--- src/rtl/median_frame_sequencer_if.sv ---
// median_frame_sequencer_if
//   Bundles every stream and filter-side signal of the frame sequencer.
//
//   Handshake rule for both pixel streams (pix_in_*, pix_out_*): a beat
//   transfers on a rising clk edge where valid and ready are both high.
//   A source holds its data and valid stable until that edge. Ready may be
//   raised or lowered at any time and never depends on valid.
//
//   The MEDIAN side is not a valid/ready pair. med_dsi marks each of the
//   nine window beats on med_di. med_dso marks a result on med_do.
//
//   Signals
//     pix_in / pix_in_valid / pix_in_ready     input pixel stream
//     med_di / med_dsi                         window beats to MEDIAN
//     med_do / med_dso                         result from MEDIAN
//     pix_out / pix_out_valid / pix_out_ready  filtered pixel stream
//     frame_done                               last output pixel accepted
//
//   Modports
//     slave  : the sequencer itself
//     master : its surroundings (source, sink and MEDIAN)

interface median_frame_sequencer_if;
  logic [7:0] pix_in;
  logic       pix_in_valid;
  logic       pix_in_ready;
  logic [7:0] med_di;
  logic       med_dsi;
  logic [7:0] med_do;
  logic       med_dso;
  logic [7:0] pix_out;
  logic       pix_out_valid;
  logic       pix_out_ready;
  logic       frame_done;

  modport slave (
    input  pix_in, pix_in_valid, med_do, med_dso, pix_out_ready,
    output pix_in_ready, med_di, med_dsi, pix_out, pix_out_valid, frame_done
  );

  modport master (
    output pix_in, pix_in_valid, med_do, med_dso, pix_out_ready,
    input  pix_in_ready, med_di, med_dsi, pix_out, pix_out_valid, frame_done
  );
endinterface

--- src/rtl/median_frame_sequencer.sv ---
// median_frame_sequencer
//   Buffers one W x H greyscale frame, then walks every interior pixel in
//   raster order. For each pixel it does three things:
//     - streams the 3x3 neighbourhood into an external MEDIAN unit,
//       row-major from the top-left corner
//     - waits for a fresh result
//     - presents that result on the output stream
//   Border pixels produce no output. A frame therefore yields
//   (W-2)*(H-2) pixels.
//
//   Ports
//     clk        rising-edge clock
//     nrst       asynchronous active-low reset
//     bus        median_frame_sequencer_if.slave (streams and MEDIAN link)
//     state_dbg  current FSM state, for observation only
//
//   Parameters
//     W, H       frame width and height in pixels (each >= 3)

module median_frame_sequencer #(
  parameter int W = 8,
  parameter int H = 8
) (
  input  logic                      clk,
  input  logic                      nrst,
  median_frame_sequencer_if.slave   bus,
  output logic [1:0]                state_dbg
);

  localparam int NPIX = W * H;
  localparam int AW   = (NPIX > 1) ? $clog2(NPIX) : 1;

  localparam logic [AW-1:0] LAST_IDX = AW'(NPIX - 1);
  localparam logic [AW-1:0] X_LAST   = AW'(W - 2);
  localparam logic [AW-1:0] Y_LAST   = AW'(H - 2);
  localparam logic [AW-1:0] W_C      = AW'(W);

  localparam logic [1:0] ST_LOAD = 2'd0;
  localparam logic [1:0] ST_FEED = 2'd1;
  localparam logic [1:0] ST_WAIT = 2'd2;
  localparam logic [1:0] ST_EMIT = 2'd3;

  logic [1:0]    state;
  logic [AW-1:0] in_cnt;
  logic [AW-1:0] x;
  logic [AW-1:0] y;
  // Window beat index k is kept as row (kr = k/3) and column (kc = k%3).
  // The address then needs no divider.
  logic [1:0]    kr;
  logic [1:0]    kc;
  logic          arm;

  logic [7:0]    med_di_q;
  logic          med_dsi_q;
  logic [7:0]    pix_out_q;
  logic          pix_out_valid_q;
  logic          frame_done_q;

  logic [7:0]    mem [NPIX];

  logic [AW-1:0] row_idx;
  logic [AW-1:0] col_idx;
  logic [AW-1:0] rd_addr;

  // Neighbourhood address. x and y are always interior, so x-1+kc and
  // y-1+kr never underflow.
  always_comb begin
    row_idx = y + AW'(kr) - AW'(1);
    col_idx = x + AW'(kc) - AW'(1);
    rd_addr = row_idx * W_C + col_idx;
  end

  // Frame store. It has no reset: a new frame always overwrites every
  // location before FEED reads any of them.
  always_ff @(posedge clk) begin
    if (state == ST_LOAD && bus.pix_in_valid) begin
      mem[in_cnt] <= bus.pix_in;
    end
  end

  always_ff @(posedge clk or negedge nrst) begin
    if (!nrst) begin
      state           <= ST_LOAD;
      in_cnt          <= '0;
      x               <= '0;
      y               <= '0;
      kr              <= '0;
      kc              <= '0;
      arm             <= 1'b0;
      med_di_q        <= '0;
      med_dsi_q       <= 1'b0;
      pix_out_q       <= '0;
      pix_out_valid_q <= 1'b0;
      frame_done_q    <= 1'b0;
    end else begin
      frame_done_q <= 1'b0;
      med_dsi_q    <= 1'b0;
      case (state)
        ST_LOAD: begin
          if (bus.pix_in_valid) begin
            if (in_cnt == LAST_IDX) begin
              in_cnt <= '0;
              x      <= AW'(1);
              y      <= AW'(1);
              kr     <= '0;
              kc     <= '0;
              arm    <= 1'b0;
              state  <= ST_FEED;
            end else begin
              in_cnt <= in_cnt + AW'(1);
            end
          end
        end

        ST_FEED: begin
          med_di_q  <= mem[rd_addr];
          med_dsi_q <= 1'b1;
          // A result still showing from the previous window must not count.
          arm       <= 1'b0;
          if (kc == 2'd2) begin
            kc <= '0;
            if (kr == 2'd2) begin
              kr    <= '0;
              state <= ST_WAIT;
            end else begin
              kr <= kr + 2'd1;
            end
          end else begin
            kc <= kc + 2'd1;
          end
        end

        ST_WAIT: begin
          // Arm only after DSO has been seen low once. This guarantees
          // that the captured result belongs to the window just sent.
          if (!arm) begin
            if (!bus.med_dso) begin
              arm <= 1'b1;
            end
          end else if (bus.med_dso) begin
            pix_out_q       <= bus.med_do;
            pix_out_valid_q <= 1'b1;
            state           <= ST_EMIT;
          end
        end

        ST_EMIT: begin
          if (bus.pix_out_ready) begin
            pix_out_valid_q <= 1'b0;
            if (x < X_LAST) begin
              x     <= x + AW'(1);
              state <= ST_FEED;
            end else if (y < Y_LAST) begin
              x     <= AW'(1);
              y     <= y + AW'(1);
              state <= ST_FEED;
            end else begin
              x            <= '0;
              y            <= '0;
              frame_done_q <= 1'b1;
              state        <= ST_LOAD;
            end
          end
        end

        default: state <= ST_LOAD;
      endcase
    end
  end

  assign bus.pix_in_ready  = (state == ST_LOAD);
  assign bus.med_di        = med_di_q;
  assign bus.med_dsi       = med_dsi_q;
  assign bus.pix_out       = pix_out_q;
  assign bus.pix_out_valid = pix_out_valid_q;
  assign bus.frame_done    = frame_done_q;
  assign state_dbg         = state;

endmodule

--- src/flat_wrapper.sv ---
// flat-port wrapper written by rule: the top's interface ports become plain ports
module median_frame_sequencer_flat 
#(
  parameter int W = 8,
  parameter int H = 8
)
  (clk, nrst, state_dbg, bus_pix_in, bus_pix_in_valid, bus_med_do, bus_med_dso, bus_pix_out_ready, bus_pix_in_ready, bus_med_di, bus_med_dsi, bus_pix_out, bus_pix_out_valid, bus_frame_done);
  median_frame_sequencer_if bus_i ();
  input  logic clk;
  input  logic nrst;
  output logic [1:0] state_dbg;
  input wire logic [$bits(bus_i.pix_in)-1:0] bus_pix_in;
  input wire logic [$bits(bus_i.pix_in_valid)-1:0] bus_pix_in_valid;
  input wire logic [$bits(bus_i.med_do)-1:0] bus_med_do;
  input wire logic [$bits(bus_i.med_dso)-1:0] bus_med_dso;
  input wire logic [$bits(bus_i.pix_out_ready)-1:0] bus_pix_out_ready;
  output wire logic [$bits(bus_i.pix_in_ready)-1:0] bus_pix_in_ready;
  output wire logic [$bits(bus_i.med_di)-1:0] bus_med_di;
  output wire logic [$bits(bus_i.med_dsi)-1:0] bus_med_dsi;
  output wire logic [$bits(bus_i.pix_out)-1:0] bus_pix_out;
  output wire logic [$bits(bus_i.pix_out_valid)-1:0] bus_pix_out_valid;
  output wire logic [$bits(bus_i.frame_done)-1:0] bus_frame_done;
  assign bus_i.pix_in = bus_pix_in;
  assign bus_i.pix_in_valid = bus_pix_in_valid;
  assign bus_i.med_do = bus_med_do;
  assign bus_i.med_dso = bus_med_dso;
  assign bus_i.pix_out_ready = bus_pix_out_ready;
  assign bus_pix_in_ready = bus_i.pix_in_ready;
  assign bus_med_di = bus_i.med_di;
  assign bus_med_dsi = bus_i.med_dsi;
  assign bus_pix_out = bus_i.pix_out;
  assign bus_pix_out_valid = bus_i.pix_out_valid;
  assign bus_frame_done = bus_i.frame_done;
  median_frame_sequencer #(.W(W), .H(H)) u_core (.clk(clk), .nrst(nrst), .bus(bus_i), .state_dbg(state_dbg));
endmodule
--- config.mk ---
export PLATFORM = sky130hd
export DESIGN_NAME = median_frame_sequencer_flat
export DESIGN_NICKNAME = d
export VERILOG_FILES = /design/src/rtl/median_frame_sequencer_if.sv /design/src/rtl/median_frame_sequencer.sv /design/src/flat_wrapper.sv
export SDC_FILE = /design/constraint.sdc
export NUM_CORES = 1
export LEC_CHECK = 0
export CAP_MARGIN = 5
export CORE_ASPECT_RATIO = 0.8
export CORE_MARGIN = 2
export CORE_UTILIZATION = 53
export DETAILED_ROUTE_END_ITERATION = 16
export HOLD_SLACK_MARGIN = 0.15
export PLACE_DENSITY = 0.7
export SYNTH_ARGS = -nofsm -noshare
export SYNTH_HDL_FRONTEND = slang
export SYNTH_SLANG_ARGS = --single-unit
--- constraint.sdc ---
create_clock -name clk -period 7.25 [get_ports clk]
set_clock_uncertainty 0.05 [all_clocks]
set_input_delay 1.45 -clock clk [delete_from_list [all_inputs] [get_ports clk]]
set_output_delay 1.45 -clock clk [all_outputs]
set_load 0.01 [all_outputs]
# Word level (Yosys, flattened, before mapping)
# Memories as Yosys holds them, arrays and structs flattened. A register that Yosys moved wholly into a read port is not among the register bits.
# Index checks and enable logic that the tools add are counted.
[op_classes]
addsub = 10
magnitude_cmp = 2
eq_ne = 14
muxes = 44
reduce_logical = 16
[op_table]
columns = ["operator", "count"]
rows = [
  ["$mux 6", 8],
  ["$mux 2", 13],
  ["$pmux 6 s2", 2],
  ["$add 6x1->6 const B", 3],
  ["$mux 1", 16],
  ["$lt 6x3->1 const B", 2],
  ["$reduce_and 4->1", 3],
  ["$reduce_and 3->1", 3],
  ["$eq 2x2->1 const B", 4],
  ["$ne 2x1->1 const B", 4],
  ["$ne 2x2->1 const B", 4],
  ["$pmux 2 s2", 2],
  ["$pmux 2 s4", 1],
  ["$reduce_and 7->1", 1],
  ["$add 6x2->6", 1],
  ["$add 6x6->6", 1],
  ["$eq 6x6->1 const B", 1],
  ["$reduce_bool 2->1", 3],
  ["$sub 6x1->6 const B", 1],
  ["$reduce_and 5->1", 1],
  ["$add 2x1->2 const B", 2],
  ["$add 3x2->3", 1],
  ["$pmux 1 s3", 1],
  ["$reduce_bool 3->1", 1],
  ["7 further kinds", 7],
]
[totals]
register_bits = 36
mem_bits_rw = 512
in_bits = 21
wordCells = 98
n_memories = 1
[mem_list]
columns = ["memory", "words", "word_bits", "read_ports", "rd_clocked_by_memory_dff", "write_ports", "line", "source"]
rows = [
  ["u_core.mem", 64, 8, 1, 1, 1, "median_frame_sequencer.sv:59", "logic [7:0] mem [NPIX];"],
]

# Longest topological paths before layout
[logic_depth]
ltp_word = 5
mapped_depth = 14
ltp_nobuf = 14

# Least setup slack after synthesis
# OpenSTA, ideal clock, no wires.
[synth_path]
kind = "input-to-reg"
startpoint = "input bus_pix_in_valid"
endpoint = "memory u_core.mem[32][0], enable pin"
arrival_time_ns = 2.989
required_ns = 6.805
slack_ns = 3.817
stages = 4
cell_sequence = "nand2_1 or4_1 clkbuf_1 nor4_1"
[synth_via]
elab_chain_len = 3
[synth_rtl]
columns = ["element", "line", "source"]
rows = [
  ["from (decl)", "flat_wrapper.sv:13", "input wire logic [$bits(bus_i.pix_in_valid)-1:0] bus_pix_in_valid;"],
  ["$logic_and 1x1->1", "median_frame_sequencer.sv:76", "if (state == ST_LOAD && bus.pix_in_valid) begin"],
  ["$mux 1", "median_frame_sequencer.sv:76", ""],
  ["$mux 1 (not written as such)", "median_frame_sequencer.sv:77", "mem[in_cnt] <= bus.pix_in;"],
  ["to (decl)", "median_frame_sequencer.sv:59", ""],
]
# Every way passes these cells.

# Final worst setup path
[layout_path]
startpoint = "register u_core.kc[1]"
endpoint = "register u_core.med_di_q[4], in the netlist u_core.bus.med_di[4], read port of u_core.mem"
[layout_via]
elab_chain_len = 3
[layout_rtl]
columns = ["element", "line", "source"]
rows = [
  ["from (decl)", "median_frame_sequencer.sv:50", "logic [1:0] kc;"],
  ["from (signal assigned)", "median_frame_sequencer.sv:129", "kc <= kc + 2'd1;"],
  ["$add 6x2->6", "median_frame_sequencer.sv:69", "col_idx = x + AW'(kc) - AW'(1);"],
  ["$sub 6x1->6", "median_frame_sequencer.sv:69", ""],
  ["$add 6x6->6", "median_frame_sequencer.sv:70", "rd_addr = row_idx * W_C + col_idx;"],
  ["to (decl)", "median_frame_sequencer.sv:53", "logic [7:0] med_di_q;"],
]
# Every way passes these cells.
# A chain may end at the register's enable or synchronous reset.

==> results.sh <==
export IMPL_synth_fa_ha_area_share_pct=1.16
export IMPL_finalNetCount=1173
export IMPL_switching_share_pct=36.9
export IMPL_grt_usage_pct=22.7
export IMPL_portBuffers=42
export IMPL_clockPowerShare_pct=20.8
export IMPL_synth_cell_type_count=49
export IMPL_drv_slew=0
export IMPL_grt_pass1_wl_mm=71.4
export IMPL_ys_flop_type="edfxtp_1"
export IMPL_ant_nets=0
export IMPL_grt_pass1_vias=10600
export IMPL_critPathKind="flip-flop to flip-flop"
export IMPL_synth_area_top_cells="edfxtp_1, mux4_2, dfrtp_1"
export IMPL_layout_cells_non_filler=1715
export IMPL_rsz0062_at_grt="false"
export IMPL_postSynthCellCount=1080
export IMPL_vias_per_cell=6.27
export IMPL_firstDrtPassIters=6
export IMPL_synth_warnings=0
export IMPL_p_leak_nw=7.90
export IMPL_synth_edff_count=512
export IMPL_die_x_microns=233
export IMPL_fin_hold_ws_ps=453
export IMPL_area_growth_pct=11.3
export IMPL_status="finished, final reports clean"
export IMPL_critPathLaunchType="flip-flop"
export IMPL_start_util_pct=54.1
export IMPL_grt_antenna_before_repair=0
export IMPL_drtIter0Drc=1131
export IMPL_yosys_area_top_type="edfxtp_1"
export IMPL_synth_compound_area_share_pct=1.87
export IMPL_fmax_ghz=0.255
export IMPL_finalHoldViolCount=0
export IMPL_finalCritPeriodShare_pct=54.1
export IMPL_switchingPower_mw=4.50
export IMPL_num_rows=66
export IMPL_hp_start="u_core.bus.pix_out[2]"
export IMPL_drive_above_1_share_pct=23.2
export IMPL_synth_top_cell_area_share_pct=69.4
export IMPL_cts_setup_buffers=0
export IMPL_io_pins=43
export IMPL_maxCapViolations=0
export IMPL_place_area_sq_mm=0.0231
export IMPL_cts_htree_levels=2
export IMPL_finalCriticalPeriod_ps=3920
export IMPL_whs_endpoint="u_core.bus.pix_out[2]"
export IMPL_synthSimpleGateAreaFrac_pct=3.39
export IMPL_synthesis_area_sq_mm=0.0222
export IMPL_reg2reg_to="u_core.bus.med_di[4]"
export IMPL_clockBufferDepth=3
export IMPL_crit_start="u_core.kc[1]"
export IMPL_layout_commonest_cell="edfxtp_1"
export IMPL_r2r_start="u_core.kc[1]"
export IMPL_post_route_cell_area_sq_mm=0.0247
export IMPL_ir_drop_v=0.000731
export IMPL_dieHeight_microns=187
export IMPL_synth_top_family_by_area="multiplexers"
export IMPL_async_flop_share_pct=7.91
export IMPL_grt_start_max_net_pins=104
export IMPL_ff2ff_setup_slack_ps=3330
export IMPL_power_density_mw_per_mm2=495
export IMPL_relSlewSlack_pct=15.9
export IMPL_cp_end_kind="flip-flop"
export IMPL_avgSynthCellArea_sq_um=20.5
export IMPL_finalSetupViolCount=0
export IMPL_wl_per_cell_microns=27.8
export IMPL_worst_pin_slew_ps=1260
export IMPL_place_congestion=0.796
export IMPL_cp_required_ps=7640
export IMPL_fillers=2896
export IMPL_final_cell_mix="edfxtp_1, mux4_2, nor2_1"
export IMPL_ys_ff_latch=556
export IMPL_p_comb_share_pct=48.3
export IMPL_clock_sinks=556
export IMPL_arrival_ps=4320
export IMPL_yosysSeqAreaShare_pct=74.4
export IMPL_clk_pin_slew_ps=70
export IMPL_placed_cells=1623
export IMPL_hold_depth=1
export IMPL_dp_hpwl_mm=28.4
export IMPL_post_synth_mux_area_share_pct=17.0
export IMPL_design_core_area_sq_mm=0.0410
export IMPL_p_int_mw=7.70
export IMPL_grt_remaining_overflow=0
export IMPL_cts_tree="built"
export IMPL_die_area_sq_mm=0.0435
export IMPL_synth_xor_area_share_pct=0.469
export IMPL_tns_ps=0
export IMPL_min_path_type="flip-flop to flip-flop"
export IMPL_vias=10800
export IMPL_cts_hold_buf=0
export IMPL_root_buffer="clkbuf_16"
export IMPL_rr_worst_depth=11
export IMPL_cts_resized=0
export IMPL_cts_buffers=51
export IMPL_syn_num_nets=1121
export IMPL_clk_latency_ps=570
export IMPL_cp_max_fo=69
export IMPL_seq_power_share_pct=30.8
export IMPL_n_antenna_cell=0
export IMPL_routed_wl_mm=47.7
export IMPL_drcViolationCount=0
cells by family (layout without fill, tap and decap cells):
kind of cell | Yosys count | in the layout
AND/OR/NAND/NOR | 162 | 162
adder cells (fa/ha/maj) | 20 | 20
AO/OA/AOI/OAI | 64 | 64
multiplexers | 185 | 185
XOR/XNOR | 11 | 11
flip-flops | 556 | 556
buffers and inverters | 82 | 173
how the worst max path moves through the flow:
stage and to:
2_1_floorplan u_core.mem[32][0], 4_1_cts u_core.bus.med_di[7], 3_5_place_dp u_core.mem[32][0], 5_1_grt u_core.bus.med_di[6], 6_report u_core.bus.med_di[4], 3_3_place_gp u_core.mem[32][4]
synthesized netlist by cell type (2+ instances only):
cell type and n:
a2111oi_0 2, a211oi_1 6, a21o_1 3, a21oi_1 13, a31oi_1 4, a41oi_1 2
and2_1 5, buf_1 5, buf_2 22, buf_4 6, buf_6 3, clkbuf_1 20
dfrtp_1 44, edfxtp_1 512, ha_1 19, inv_1 26, mux2_2 13, mux2i_1 20
mux4_2 152, nand2_1 26, nand2b_1 6, nand3_1 14, nand3b_1 6, nand4_1 4
nand4b_1 3, nor2_1 76, nor2b_1 4, nor3_1 7, nor4_1 2, o21ai_0 17
o221ai_1 4, o22ai_1 3, o31ai_1 2, or2_2 5, or4_1 2, xnor2_1 7
xor2_1 3
cell type report:
class	instances	area (sq um)	share of cell area [%]
flip-flops and latches	556	16500	66.8
multi-input cells	442	5360	21.7
clock buffers	63	1370	5.57
well taps	544	681	2.76
repair buffers	55	498	2.02
clock inverters	29	184	0.746
inverters	26	97.6	0.396
routing by layer:
| layer | track usage, % | part of all wire (%) |
|---|---|---|
| met4 | 4.41 | 1.2 |
| met1 | 36.1 | 44 |
| met2 | 32.4 | 45 |
| met5 | 0 | 0 |
| met3 | 5.55 | 9.6 |
critical path, stage by stage, from the launching register on:
cell      delay, ps
dfrtp_1         440
inv_1            70
ha_1            270
inv_1            60
ha_4            900
buf_12          500
mux4_2          550
nor2b_1         140
a211oi_1        250
a211oi_1        130
a21oi_1         220
o221ai_1        140
flip-flops by register name (all words and copies together) (netlist names):
| name | flops |
|---|---|
| u_core.bus.frame_done | 1 |
| u_core.x | 6 |
| u_core.in_cnt | 6 |
| u_core.bus.pix_out_valid | 1 |
| u_core.kc | 2 |
| u_core.bus.med_dsi | 1 |
| u_core.y | 6 |
| u_core.bus.med_di | 8 |
| u_core.arm | 1 |
| u_core.state_dbg | 2 |
| u_core.mem | 512 |
| u_core.kr | 2 |
| u_core.bus.pix_out | 8 |
through the flow:
stage	power [mW]	setup WS, ps	utilization, %
6_report	12.2	3330	60.2
3_3_place_gp	9.68	3040	56.4
3_5_place_dp	9.75	3140	56.4
5_1_grt	12.8	3080	60.2
2_1_floorplan	7.88	3820	-
4_1_cts	12.3	3290	60.2
power by group through the flow:
| stage | Sequential, mW | Clock [mW] | Combinational [mW] |
|---|---|---|---|
| floorplan | 3.79 | 0 | 4.09 |
| detailed placement | 3.83 | 0 | 5.92 |
| CTS | 3.76 | 2.58 | 5.94 |
| global route | 3.77 | 2.72 | 6.26 |
| finish | 3.76 | 2.54 | 5.90 |
| global placement | 3.82 | 0 | 5.86 |
No activity file was read; power rests on OpenSTA's default activity.
